<file path="src/rtl/video_ports_rd_pkg.sv">
// Shared constants and types for the video port read-back path.
package video_ports_rd_pkg;

    // Register select values for the read-back port
    localparam logic [3:0] ADDR_STATUS    = 4'd0;
    localparam logic [3:0] ADDR_VCNT_L    = 4'd1;
    localparam logic [3:0] ADDR_VCNT_H    = 4'd2;
    localparam logic [3:0] ADDR_HCNT      = 4'd3;
    localparam logic [3:0] ADDR_BORDER    = 4'd4;
    localparam logic [3:0] ADDR_VPAGE     = 4'd5;
    localparam logic [3:0] ADDR_VCONF     = 4'd6;
    localparam logic [3:0] ADDR_PALSEL    = 4'd7;
    localparam logic [3:0] ADDR_FRAME_CNT = 4'd8;

    // STATUS byte layout
    localparam int ST_FRAME  = 0;
    localparam int ST_LINE   = 1;
    localparam int ST_DMA    = 2;
    localparam int ST_VBLANK = 6;
    localparam int ST_OVF    = 7;

    localparam logic [8:0] VBLANK_LINE_DEF = 9'd288;
    localparam logic [7:0] UNUSED_VAL_DEF  = 8'hFF;

    // A sampled read request
    typedef struct packed {
        logic       vld;
        logic [3:0] addr;
    } rd_req_t;

    // Assemble the STATUS byte from its fields
    function automatic logic [7:0] status_byte(input logic ovf, input logic vblank,
                                               input logic [2:0] pending);
        logic [7:0] s;
        s                = 8'h00;
        s[ST_OVF]        = ovf;
        s[ST_VBLANK]     = vblank;
        s[ST_FRAME]      = pending[ST_FRAME];
        s[ST_LINE]       = pending[ST_LINE];
        s[ST_DMA]        = pending[ST_DMA];
        return s;
    endfunction

endpackage

</file>
<file path="src/rtl/video_ports_rd_int_flags.sv">
// Sticky interrupt-pending flags with clear-on-read, overflow flag and int_req.
module video_int_flags (
    input  logic       clk,
    input  logic       res,
    input  logic [2:0] ev,        // {dma, line, frame} 1-cycle events
    input  logic       clr,       // STATUS read this cycle
    input  logic [2:0] int_mask,
    output logic [2:0] pending,
    output logic       ovf,
    output logic       int_req
);

    logic [2:0] pending_nxt;
    logic       ovf_nxt;

    // Next flag state: a clearing read keeps only this cycle's events so none are lost,
    // and an event coinciding with the clear never counts as an overflow.
    always_comb begin
        pending_nxt = pending | ev;
        ovf_nxt     = ovf | (|(ev & pending));
        if (clr) begin
            pending_nxt = ev;
            ovf_nxt     = 1'b0;
        end
    end

    // Flag registers; int_req follows the registered pending/mask one cycle later
    always_ff @(posedge clk or posedge res) begin
        if (res) begin
            pending <= 3'b000;
            ovf     <= 1'b0;
            int_req <= 1'b0;
        end else begin
            pending <= pending_nxt;
            ovf     <= ovf_nxt;
            int_req <= |(pending & int_mask);
        end
    end

endmodule

</file>
<file path="src/rtl/video_ports_rd.sv">
// Z80 read-back of video parameters, raster position, frame counter and interrupt status.
module video_ports_rd
    import video_ports_rd_pkg::*;
#(
    parameter logic [7:0] UNUSED_VAL  = UNUSED_VAL_DEF,
    parameter logic [8:0] VBLANK_LINE = VBLANK_LINE_DEF
) (
    input  logic       clk,
    input  logic       res,
    input  logic       rd_req,
    input  logic [3:0] addr,
    output logic [7:0] dout,
    input  logic [8:0] vcnt,
    input  logic [7:0] hcnt,
    input  logic       frame_int,
    input  logic       line_int,
    input  logic       dma_int,
    input  logic [2:0] int_mask,
    input  logic [7:0] border,
    input  logic [7:0] vpage,
    input  logic [7:0] vconf,
    input  logic [7:0] palsel,
    output logic       int_req
);

    rd_req_t    req;
    logic [2:0] pending;
    logic       ovf;
    logic       vblank;
    logic       snap_v;
    logic [7:0] snap_h;
    logic [7:0] frame_cnt;
    logic [7:0] rd_data;
    logic       status_rd;
    logic       vcntl_rd;

    assign req       = '{vld: rd_req, addr: addr};
    assign vblank    = (vcnt >= VBLANK_LINE);
    assign status_rd = req.vld && (req.addr == ADDR_STATUS);
    assign vcntl_rd  = req.vld && (req.addr == ADDR_VCNT_L);

    video_int_flags u_flags (
        .clk      (clk),
        .res      (res),
        .ev       ({dma_int, line_int, frame_int}),
        .clr      (status_rd),
        .int_mask (int_mask),
        .pending  (pending),
        .ovf      (ovf),
        .int_req  (int_req)
    );

    // Read mux: values as seen in the strobe cycle (STATUS shows pre-clear flags)
    always_comb begin
        rd_data = UNUSED_VAL;
        case (req.addr)
            ADDR_STATUS:    rd_data = status_byte(ovf, vblank, pending);
            ADDR_VCNT_L:    rd_data = vcnt[7:0];
            ADDR_VCNT_H:    rd_data = {7'b0, snap_v};
            ADDR_HCNT:      rd_data = snap_h;
            ADDR_BORDER:    rd_data = border;
            ADDR_VPAGE:     rd_data = vpage;
            ADDR_VCONF:     rd_data = vconf;
            ADDR_PALSEL:    rd_data = palsel;
            ADDR_FRAME_CNT: rd_data = frame_cnt;
            default:        rd_data = UNUSED_VAL;
        endcase
    end

    // Read data register, loaded only on a strobe and held otherwise
    always_ff @(posedge clk or posedge res) begin
        if (res)          dout <= 8'h00;
        else if (req.vld) dout <= rd_data;
    end

    // Raster snapshot: taken only on a VCNT_L read so VCNT_H/HCNT pair with it coherently
    always_ff @(posedge clk or posedge res) begin
        if (res) begin
            snap_v <= 1'b0;
            snap_h <= 8'h00;
        end else if (vcntl_rd) begin
            snap_v <= vcnt[8];
            snap_h <= hcnt;
        end
    end

    // Free-running frame counter, wraps naturally at 8 bits
    always_ff @(posedge clk or posedge res) begin
        if (res)            frame_cnt <= 8'h00;
        else if (frame_int) frame_cnt <= frame_cnt + 8'd1;
    end

endmodule

</file>
<file path="config.mk">
export PLATFORM = sky130hd
export DESIGN_NAME = video_ports_rd
export DESIGN_NICKNAME = d
export VERILOG_FILES = /design/src/rtl/video_ports_rd_pkg.sv /design/src/rtl/video_ports_rd_int_flags.sv /design/src/rtl/video_ports_rd.sv
export SDC_FILE = /design/constraint.sdc
export NUM_CORES = 1
export LEC_CHECK = 0
export BUFFER_PORTS_ARGS = -buffer_cell sky130_fd_sc_hd__buf_2
export CAP_MARGIN = 0
export CORE_ASPECT_RATIO = 2
export CORE_MARGIN = 5
export CORE_UTILIZATION = 53
export CTS_CLUSTER_DIAMETER = 120
export DETAILED_ROUTE_END_ITERATION = 7
export PLACE_DENSITY_LB_ADDON = 0.25
export SLEW_MARGIN = 30
export SYNTH_ARGS = -nofsm -noshare
export SYNTH_HDL_FRONTEND = slang
export SYNTH_SLANG_ARGS = --single-unit
</file>
<file path="constraint.sdc">
create_clock -name clk -period 2.75 [get_ports clk]
set_clock_uncertainty 0.1 [all_clocks]
set_input_delay 0.275 -clock clk [delete_from_list [all_inputs] [get_ports clk]]
set_output_delay 0.275 -clock clk [all_outputs]
set_load 0.01 [all_outputs]
</file>
-- After elaboration in Yosys (flattened, before gate mapping)
Cells that the tools add are included.
- bits in latches: 0
- bits in writable memories: 0
- memories kept: 0
- bits in registers: 30
- memory bits (read-only): 0
- output and inout port bits: 9
- bits of input ports: 62
- $lt $le $gt $ge: 1
- bitwise operators: 4
- divide/modulo/power cells: 0
- equal/unequal tests: 8
- add/sub/neg operators: 1
- mux-type cells: 3
- reduce and logical (&&, ||, !) cells: 5
- shift-type cells: 0
- multiply operators: 0
- operators with widths (operator ; number):
    8-bit one-hot mux with 9 select lines ; 1
    4-bit by 3-bit == test with 1-bit output (second input constant) ; 4
    9-bit greater-or-equal comparator (second input constant) ; 1
    8-bit by 1-bit adder with 8-bit output (second input constant) ; 1
    4-bit by 2-bit == test with 1-bit output (second input constant) ; 2
    3-bit bitwise AND ; 2
    3-bit OR reduction ; 2
    4-bit by 1-bit == test with 1-bit output (second input constant) ; 1
    4-bit == test (second input constant) ; 1
    4-bit logical NOT ; 1
    3-bit two-way mux ; 1
    3-bit OR ; 1
    1-bit logical AND ; 2
    1-bit two-way mux ; 1
    1-bit OR ; 1

-- Depth between registers and ports, before layout
Gate-level depths: netlist of the first run.
- depth in word-level cells: 4
- depth in mapped cells: 7

-- Cells and area by module
Synthesis of the first run repeated with hierarchy kept, for this count alone.
- cell total of the unflattened synthesis: 186
- area total of the unflattened synthesis: 1890.6 µm²
- by module, submodules not included (module ; seq. area each (µm²) ; cells an instance ; times used ; area an instance (µm²)):
    video_ports_rd ; 625.6 ; 171 ; 1 ; 1702.9
    video_int_flags ; 125.1 ; 15 ; 1 ; 187.7

-- Worst setup path after synthesis of the first run
Ideal clock, no wire load.
- path kind: reg-to-reg
- start point: register u_flags.pending[0]
- end point: register dout[0]
- cell stages (with the launch flop): 5
- clock period less this slack: 1.451 ns
- setup slack: 1.299 ns
- library setup time: 0.126 ns
- path buffers: 0
- arrival time: 1.225 ns
- cells stage by stage: dfrtp_1 mux4_2 nor2_1 a311oi_1 o32a_1
- longest elaborated chain between the ends: 1
- ends and longest elaborated chain (item ; RTL line ; source):
    start: declaration ; video_ports_rd_int_flags.sv:8 ; output logic [2:0] pending,
    start signal: assignment ; video_ports_rd_int_flags.sv:34 ; pending <= pending_nxt;
    8-bit one-hot mux with 9 select lines ; video_ports_rd.sv:56 ; case (req.addr)
    end signal: assignment ; video_ports_rd.sv:73 ; else if (req.vld) dout <= rd_data;
    end: declaration ; video_ports_rd.sv:12 ; output logic [7:0] dout,
No other way between the ends.
A chain may end at the register's enable or synchronous reset.

-- Worst setup path after layout of the first run
- start point: input addr[1]
- end point: register dout[1]
- longest elaborated chain between the ends: 2
- ends and longest elaborated chain (item ; RTL line ; source):
    start: declaration ; video_ports_rd.sv:11 ; input logic [3:0] addr,
    4-bit == test, or another cell as far along ; video_ports_rd.sv:56 ;
    8-bit one-hot mux with 9 select lines * ; video_ports_rd.sv:56 ;
Every way passes the cells marked *; elsewhere a longest branch is shown, timed or not.

==> impl_metrics.toml, run 1 <==
[die]
die_y_um = 94.3
num_rows = 30
dieWidth_um = 52.2
design.die.area_um2 = 4920
initial_core_util = 0.552
coreArea_um2 = 3420
io-pin-count = 71

[global_route]
grt-ovfl-total = 0
grt_pass1_wl_mm = 7.84
grt_max_degree = 33
antenna_found_initial = 0
grt_pass1_vias = 1660
grtUsageTotal = 0.211

[clock_tree]
worstSkewPairLatency_ns = 0.28
root_buffer = "clkbuf_8"
cts_buffers = 5
cts_tree = "yes"
cts.sinks = 30
cts_resized = 0
post_cts_buffers = 0
clockBufferDepth = 2
cts_max_level = 2
cts.clk_slew.worst_paths_ns = 0.07

[final_layout]
seqCellArea_um2 = 751
num_antenna_cells = 0
fin_area_um2 = 2310
fillers = 301
final_cell_mix = "buf_2, dfrtp_1, mux2_2, nand2_1, a21oi_1"
final_cells = 290
layout_commonest_cell = "buf_2"
syn2layout_area_growth_pct = 22.8
drive_gt1_frac = 0.405
multi_input_comb_area_um2 = 1010
fin_nets = 304

[detailed_routing]
via_per_inst = 5.69
wl_per_cell_um = 16.7
ant_nets = 0
vias = 1650
drc = 0
top_layer_used = "met4"
routed-wl-met2_mm = 2.74
drtIter0Drc = 44
route.met3.wl_um = 230
wl_met1_mm = 1.78
wl_mm = 4.84
drt_first_pass_iters = 4

[yosys]
postSynthAreaPerCell_um2 = 10.8
ys_seq_area_frac = 0.398
ys_ff_latch = 30
synthesis.area_um2 = 1880
async_flop_share = 1.00
synth_nets = 238
ys_warn_count = 0
netlist_instances = 175
yosysUniqueCellTypes = 58
synth_flop_cell = "dfrtp_1"
synth_edf_count = 0

[placed_design]
placed_cell_area_um2 = 2190
gp_congestion = 0.797
post-dp-hpwl_mm = 3.65
portBuffers = 70
dp_cells = 281

[run]
max_cap_viol_count = 0

[power]
peakVddDrop_uv = 562
p_per_area_nw_per_um2 = 600
leakage_uw = 0.00104

[critical_path]
cp_slowest_stage_delay_ns = 0.61
crit_buf_inv = 2
path_class = "input port to flop"
start_kind = "input port"
worstPathArrival_ns = 1.78
cp_cell_sequence = "buf_2 > mux4_1 > inv_1 > a211oi_1 > o32a_1"
crit_fanout = 29
critical_path.top_delay_family = "multiplexers"
cp-end-kind = "flop"
slowest_stage = "mux4_1"
crit_required_ns = 2.82

[worst_hold_path]
hp-class = "input port to flop"

[sta]
period_needed_ns = 1.71
timing.slew.headroom = 0.630
worst_pin_slew_ns = 0.554
finalHoldViolCount = 0
setup_viol_count_final = 0
tns_ns = 0
slew_viol_final = 0
max_freq_mhz = 585
fin_crit_sh = 0.622
rsz0062_at_grt = "no"

[run_status]
status = "completed"
[through the flow]
stage                     hold slack (ns)  total power, uW   util  setup slack, ns
after floorplan                     0.266              846      -             1.30
after global placement              0.264              944  0.642            0.766
after detailed placement            0.270              957  0.642            0.755
after CTS                          0.0902             1400  0.677             1.05
after global routing                0.103             1470  0.677            0.954
final                              0.0951             1390  0.677             1.04
[path summary, 6_finish.rpt]
kind | to | slack, ns | cells after the start | startpoint
setup / recovery | dout[1]$_DFFE_PP0P_ | 1.04 | 5 | addr[1]
hold / removal | u_flags.pending[2]$_DFF_PP0_ | 0.1 | 2 | dma_int
setup reg to reg | dout[0]$_DFFE_PP0P_ | 1.19 | 4 | u_flags.pending[0]$_DFF_PP0_
hold reg to reg | frame_cnt[7]$_DFFE_PP0P_ | 0.39 | 1 | frame_cnt[7]$_DFFE_PP0P_
max in group asynchronous | snap_v$_DFFE_PP0P_ | 1.74 | 4 | res
min in group asynchronous | snap_h[7]$_DFFE_PP0P_ | 0.51 | 4 | res
[synth_stat cells (all sizes together) (2+ instances only)]
| cell | n | area share |
|---|---|---|
| nand4 | 3 | 0.010 |
| mux2 | 13 | 0.078 |
| and3 | 4 | 0.013 |
| a21boi | 2 | 0.0080 |
| and3b | 2 | 0.0093 |
| a211oi | 2 | 0.0080 |
| buf | 12 | 0.055 |
| dfrtp | 30 | 0.40 |
| o21ai | 5 | 0.013 |
| nand2b | 2 | 0.0066 |
| mux4 | 3 | 0.040 |
| a21o | 3 | 0.012 |
| xnor2 | 6 | 0.028 |
| a221oi | 2 | 0.0093 |
| mux2i | 5 | 0.027 |
| a211o | 2 | 0.0093 |
| nor2b | 6 | 0.021 |
| a2bb2oi | 2 | 0.0093 |
| nor2 | 9 | 0.019 |
| nor3 | 2 | 0.0053 |
| a22oi | 4 | 0.016 |
| a21oi | 10 | 0.027 |
| o32a | 3 | 0.016 |
| inv | 3 | 0.0060 |
| o31ai | 2 | 0.015 |
| nand2 | 11 | 0.023 |
| o22a | 2 | 0.0093 |
| nand3 | 4 | 0.017 |
| o2bb2ai | 3 | 0.014 |
[timing repair]
item	CTS	global route
hold buffers	1	0
endpoints found under the setup margin	0	0
endpoints found under the hold margin	30	0
[cell families after synthesis]
family	synth area share
xor+xnor	0.0325
simple gates	0.159
compound gates	0.196
mux	0.144
buf+inv	0.0631
flops	0.398
fa+ha+maj	0.00664
[cell type report]
type	count	area share
Multi-Input combinational cell	129	0.439
Sequential cell	30	0.324
Timing Repair Buffer	72	0.159
Clock buffer	5	0.0297
Tap cell	48	0.0260
Clock inverter	3	0.0173
Inverter	3	0.00487
[sequential cells by signal, summed over array words and instances (netlist names)]
register and cells:
u_flags.int_req 1, snap_h 8, u_flags.pending 3, dout 8, frame_cnt 8, snap_v 1
u_flags.ovf 1
[where the power goes]
group | switching (uW) | internal (uW)
Combinational | 146 | 180
Sequential | 88.4 | 537
Clock | 170 | 266
[metal layers]
layer / global-route usage / vias up
li1: - / 798
met1: 0.242 / 800
met2: 0.377 / 45
met3: 0.0413 / 7
met4: 0.0725 / 0
met5: 0 / -
(Power assumes the default switching activity.)
==> inputs of run 2 (changes only) <==
--- a/config.mk
+++ b/config.mk
@@ -9,7 +9,7 @@
 export CAP_MARGIN = 0
 export CORE_ASPECT_RATIO = 2
 export CORE_MARGIN = 5
-export CORE_UTILIZATION = 53
+export CORE_UTILIZATION = 44
 export CTS_CLUSTER_DIAMETER = 120
 export DETAILED_ROUTE_END_ITERATION = 7
 export PLACE_DENSITY_LB_ADDON = 0.25
==> constraint.sdc (replaced) <==
create_clock -name clk -period 1.39 [get_ports clk]
set_clock_uncertainty 0.1 [all_clocks]
set_input_delay 0.139 -clock clk [delete_from_list [all_inputs] [get_ports clk]]
set_output_delay 0.139 -clock clk [all_outputs]
set_load 0.01 [all_outputs]
==> run 2 against run 1 <==
The flow now finishes with violations (negative setup slack). Sequential cell count stayed put. Global-route usage down 0.89 points. Combinational power grew to 2.6 times the previous value. Cell count rose by 15%. Power up 100%. Largest cell class unchanged. Highest routed layer unchanged.
==> impl_metrics.toml, run 2 (synthesized netlist as in run 1, its figures left out) <==
[power]
p_sw_frac = 0.301
combinationalPowerShare = 0.308
switching_power_uw = 840
peakVddDrop_uv = 774
internal_power_uw = 1960
p_per_area_nw_per_um2 = 1040
seqPwrFrac = 0.428
p_clk_frac = 0.264
leakage_uw = 0.00122

[critical_path]
crit_fanout = 2
crit_required_ns = 1.46
r2r-start = "snap_v$_DFFE_PP0P_"
start_kind = "flop"
rr_endpoint = "dout[0]$_DFFE_PP0P_"
worstPathArrival_ns = 1.55
r2r_slack_ns = -0.09
reg2reg_depth = 4
path_class = "flop to flop"
cp-end-kind = "flop"

[sta]
max_freq_mhz = 675
timing.slew.headroom = 0.725
worst_pin_slew_ns = 0.406
rsz0062_at_grt = "yes"
fin_crit_sh = 1.07
slew_viol_final = 0
fin_ws_ns = -0.0911
period_needed_ns = 1.48
setup_viol_count_final = 2
hold_ws_ns = 0.0212
finalHoldViolCount = 0

[clock_tree]
worstSkewPairLatency_ns = 0.28
clockBufferDepth = 2
cts_buffers = 5
cts.sinks = 30
cts_max_level = 2
cts_tree = "yes"
root_buffer = "clkbuf_8"
cts.clk_slew.worst_paths_ns = 0.07

[final_layout]
drive_gt1_frac = 0.463
num_antenna_cells = 0
fin_area_um2 = 2690
final_cell_mix = "buf_2, dfrtp_1, buf_4, dlygate4sd3_1, mux2_2"
reg_top3 = "dout: 8 flops, frame_cnt: 8 flops, snap_h: 8 flops"
utilization = 0.651
fin_nets = 343
syn2layout_area_growth_pct = 42.6
layout_commonest_cell = "buf_2"

[run_status]
status = "finished with violations"
failed_checks = "negative setup slack"

[global_route]
grtUsageTotal = 0.202
grt_max_degree = 31
grt_pass1_vias = 1931
grt-ovfl-total = 0
grt_pass1_wl_mm = 8.98
antenna_found_initial = 0

[detailed_routing]
vias = 1804
drtIter0Drc = 58
wl_mm = 5.45
ant_nets = 0
wl_per_cell_um = 16.4
via_per_inst = 5.42
drt_first_pass_iters = 4
drc = 0

[placed_design]
post-dp-hpwl_mm = 4.09
gp_congestion = 0.832
portBuffers = 70
placed_cell_area_um2 = 2430
place_ws_ns = -0.158

[worst_hold_path]
min_delay_path_depth = 2
worstHoldEndpoint = "snap_v$_DFFE_PP0P_"
hp-class = "input port to flop"
hold_start = "vcnt[8]"

[die]
coreArea_um2 = 4130
design.die.area_um2 = 5770
initial_core_util = 0.456
dieWidth_um = 56.3
die_y_um = 103
num_rows = 33
io-pin-count = 71

[run]
max_cap_viol_count = 0
[run 2: changes by cell type in the layout (fill, tap and decap cells not counted), sizes merged]
| cell | before | now |
|---|---|---|
| buf | 71 | 98 |
| dlygate4sd3 | 1 | 13 |
| clkbuf | 5 | 7 |
| bufinv | 1 | 0 |
| clkinv | 2 | 1 |
[run 2: stage by stage]
step	total power, uW	cells	setup TNS [ns]
after floorplan	1670	175	-0.0611
after global placement	2000	310	-1.02
after detailed placement	2030	310	-1.08
after CTS	2800	331	-0.177
after global routing	2960	333	-0.270
final	2800	333	-0.173
[run 2: worst max-delay path by stage]
stage | endpoint | cells after the start | startpoint | slack [ns]
6_report | dout[0]$_DFFE_PP0P_ | 4 | snap_v$_DFFE_PP0P_ | -0.09
5_1_grt | dout[1]$_DFFE_PP0P_ | 4 | snap_h[1]$_DFFE_PP0P_ | -0.14
4_1_cts | dout[0]$_DFFE_PP0P_ | 4 | snap_v$_DFFE_PP0P_ | -0.1
3_5_place_dp | dout[5]$_DFFE_PP0P_ | 6 | addr[0] | -0.16
3_3_place_gp | dout[5]$_DFFE_PP0P_ | 6 | addr[0] | -0.15
2_1_floorplan | dout[0]$_DFFE_PP0P_ | 4 | u_flags.pending[0]$_DFF_PP0_ | -0.06
[run 2: routing by layer]
metal  vias to the layer above  GRT usage  wire length, um
met5                         -          0                0
met4                         0      0.119              197
met3                        13     0.0464              252
met2                        49      0.360             3000
met1                       866      0.215             2010
li1                        876          -                -
[run 2: critical path, stage by stage (launching register included)]
cell and delay [ns]:
dfrtp_1 0.38, mux4_2 0.47, nor2_2 0.09, a311oi_1 0.05
o32a_1 0.29
[run 2: power groups by stage]
stage	Combinational [uW]	Sequential, uW	Clock [uW]
6_report	861	1200	738
4_1_cts	847	1200	757
3_5_place_dp	814	1210	0
2_1_floorplan	461	1210	0
3_3_place_gp	796	1210	0
5_1_grt	951	1220	791
[run 2: cell type report]
type / count / area (um^2)
multi-input cells: 129 / 1030
well taps: 52 / 65.1
clock buffers: 7 / 86.3
fillers: 367 / 1440
inverters: 3 / 11.3
flip-flops and latches: 30 / 751
repair buffers: 111 / 741
clock inverters: 1 / 5.00
[run 2: what timing repair did]
item,4_1_cts,5_1_grt
hold buffers,13,0
pin swaps,0,1
endpoints found under the setup margin,2,4
hold endpoints to repair,41,0
buffers inserted,0,2
resized for setup,0,5
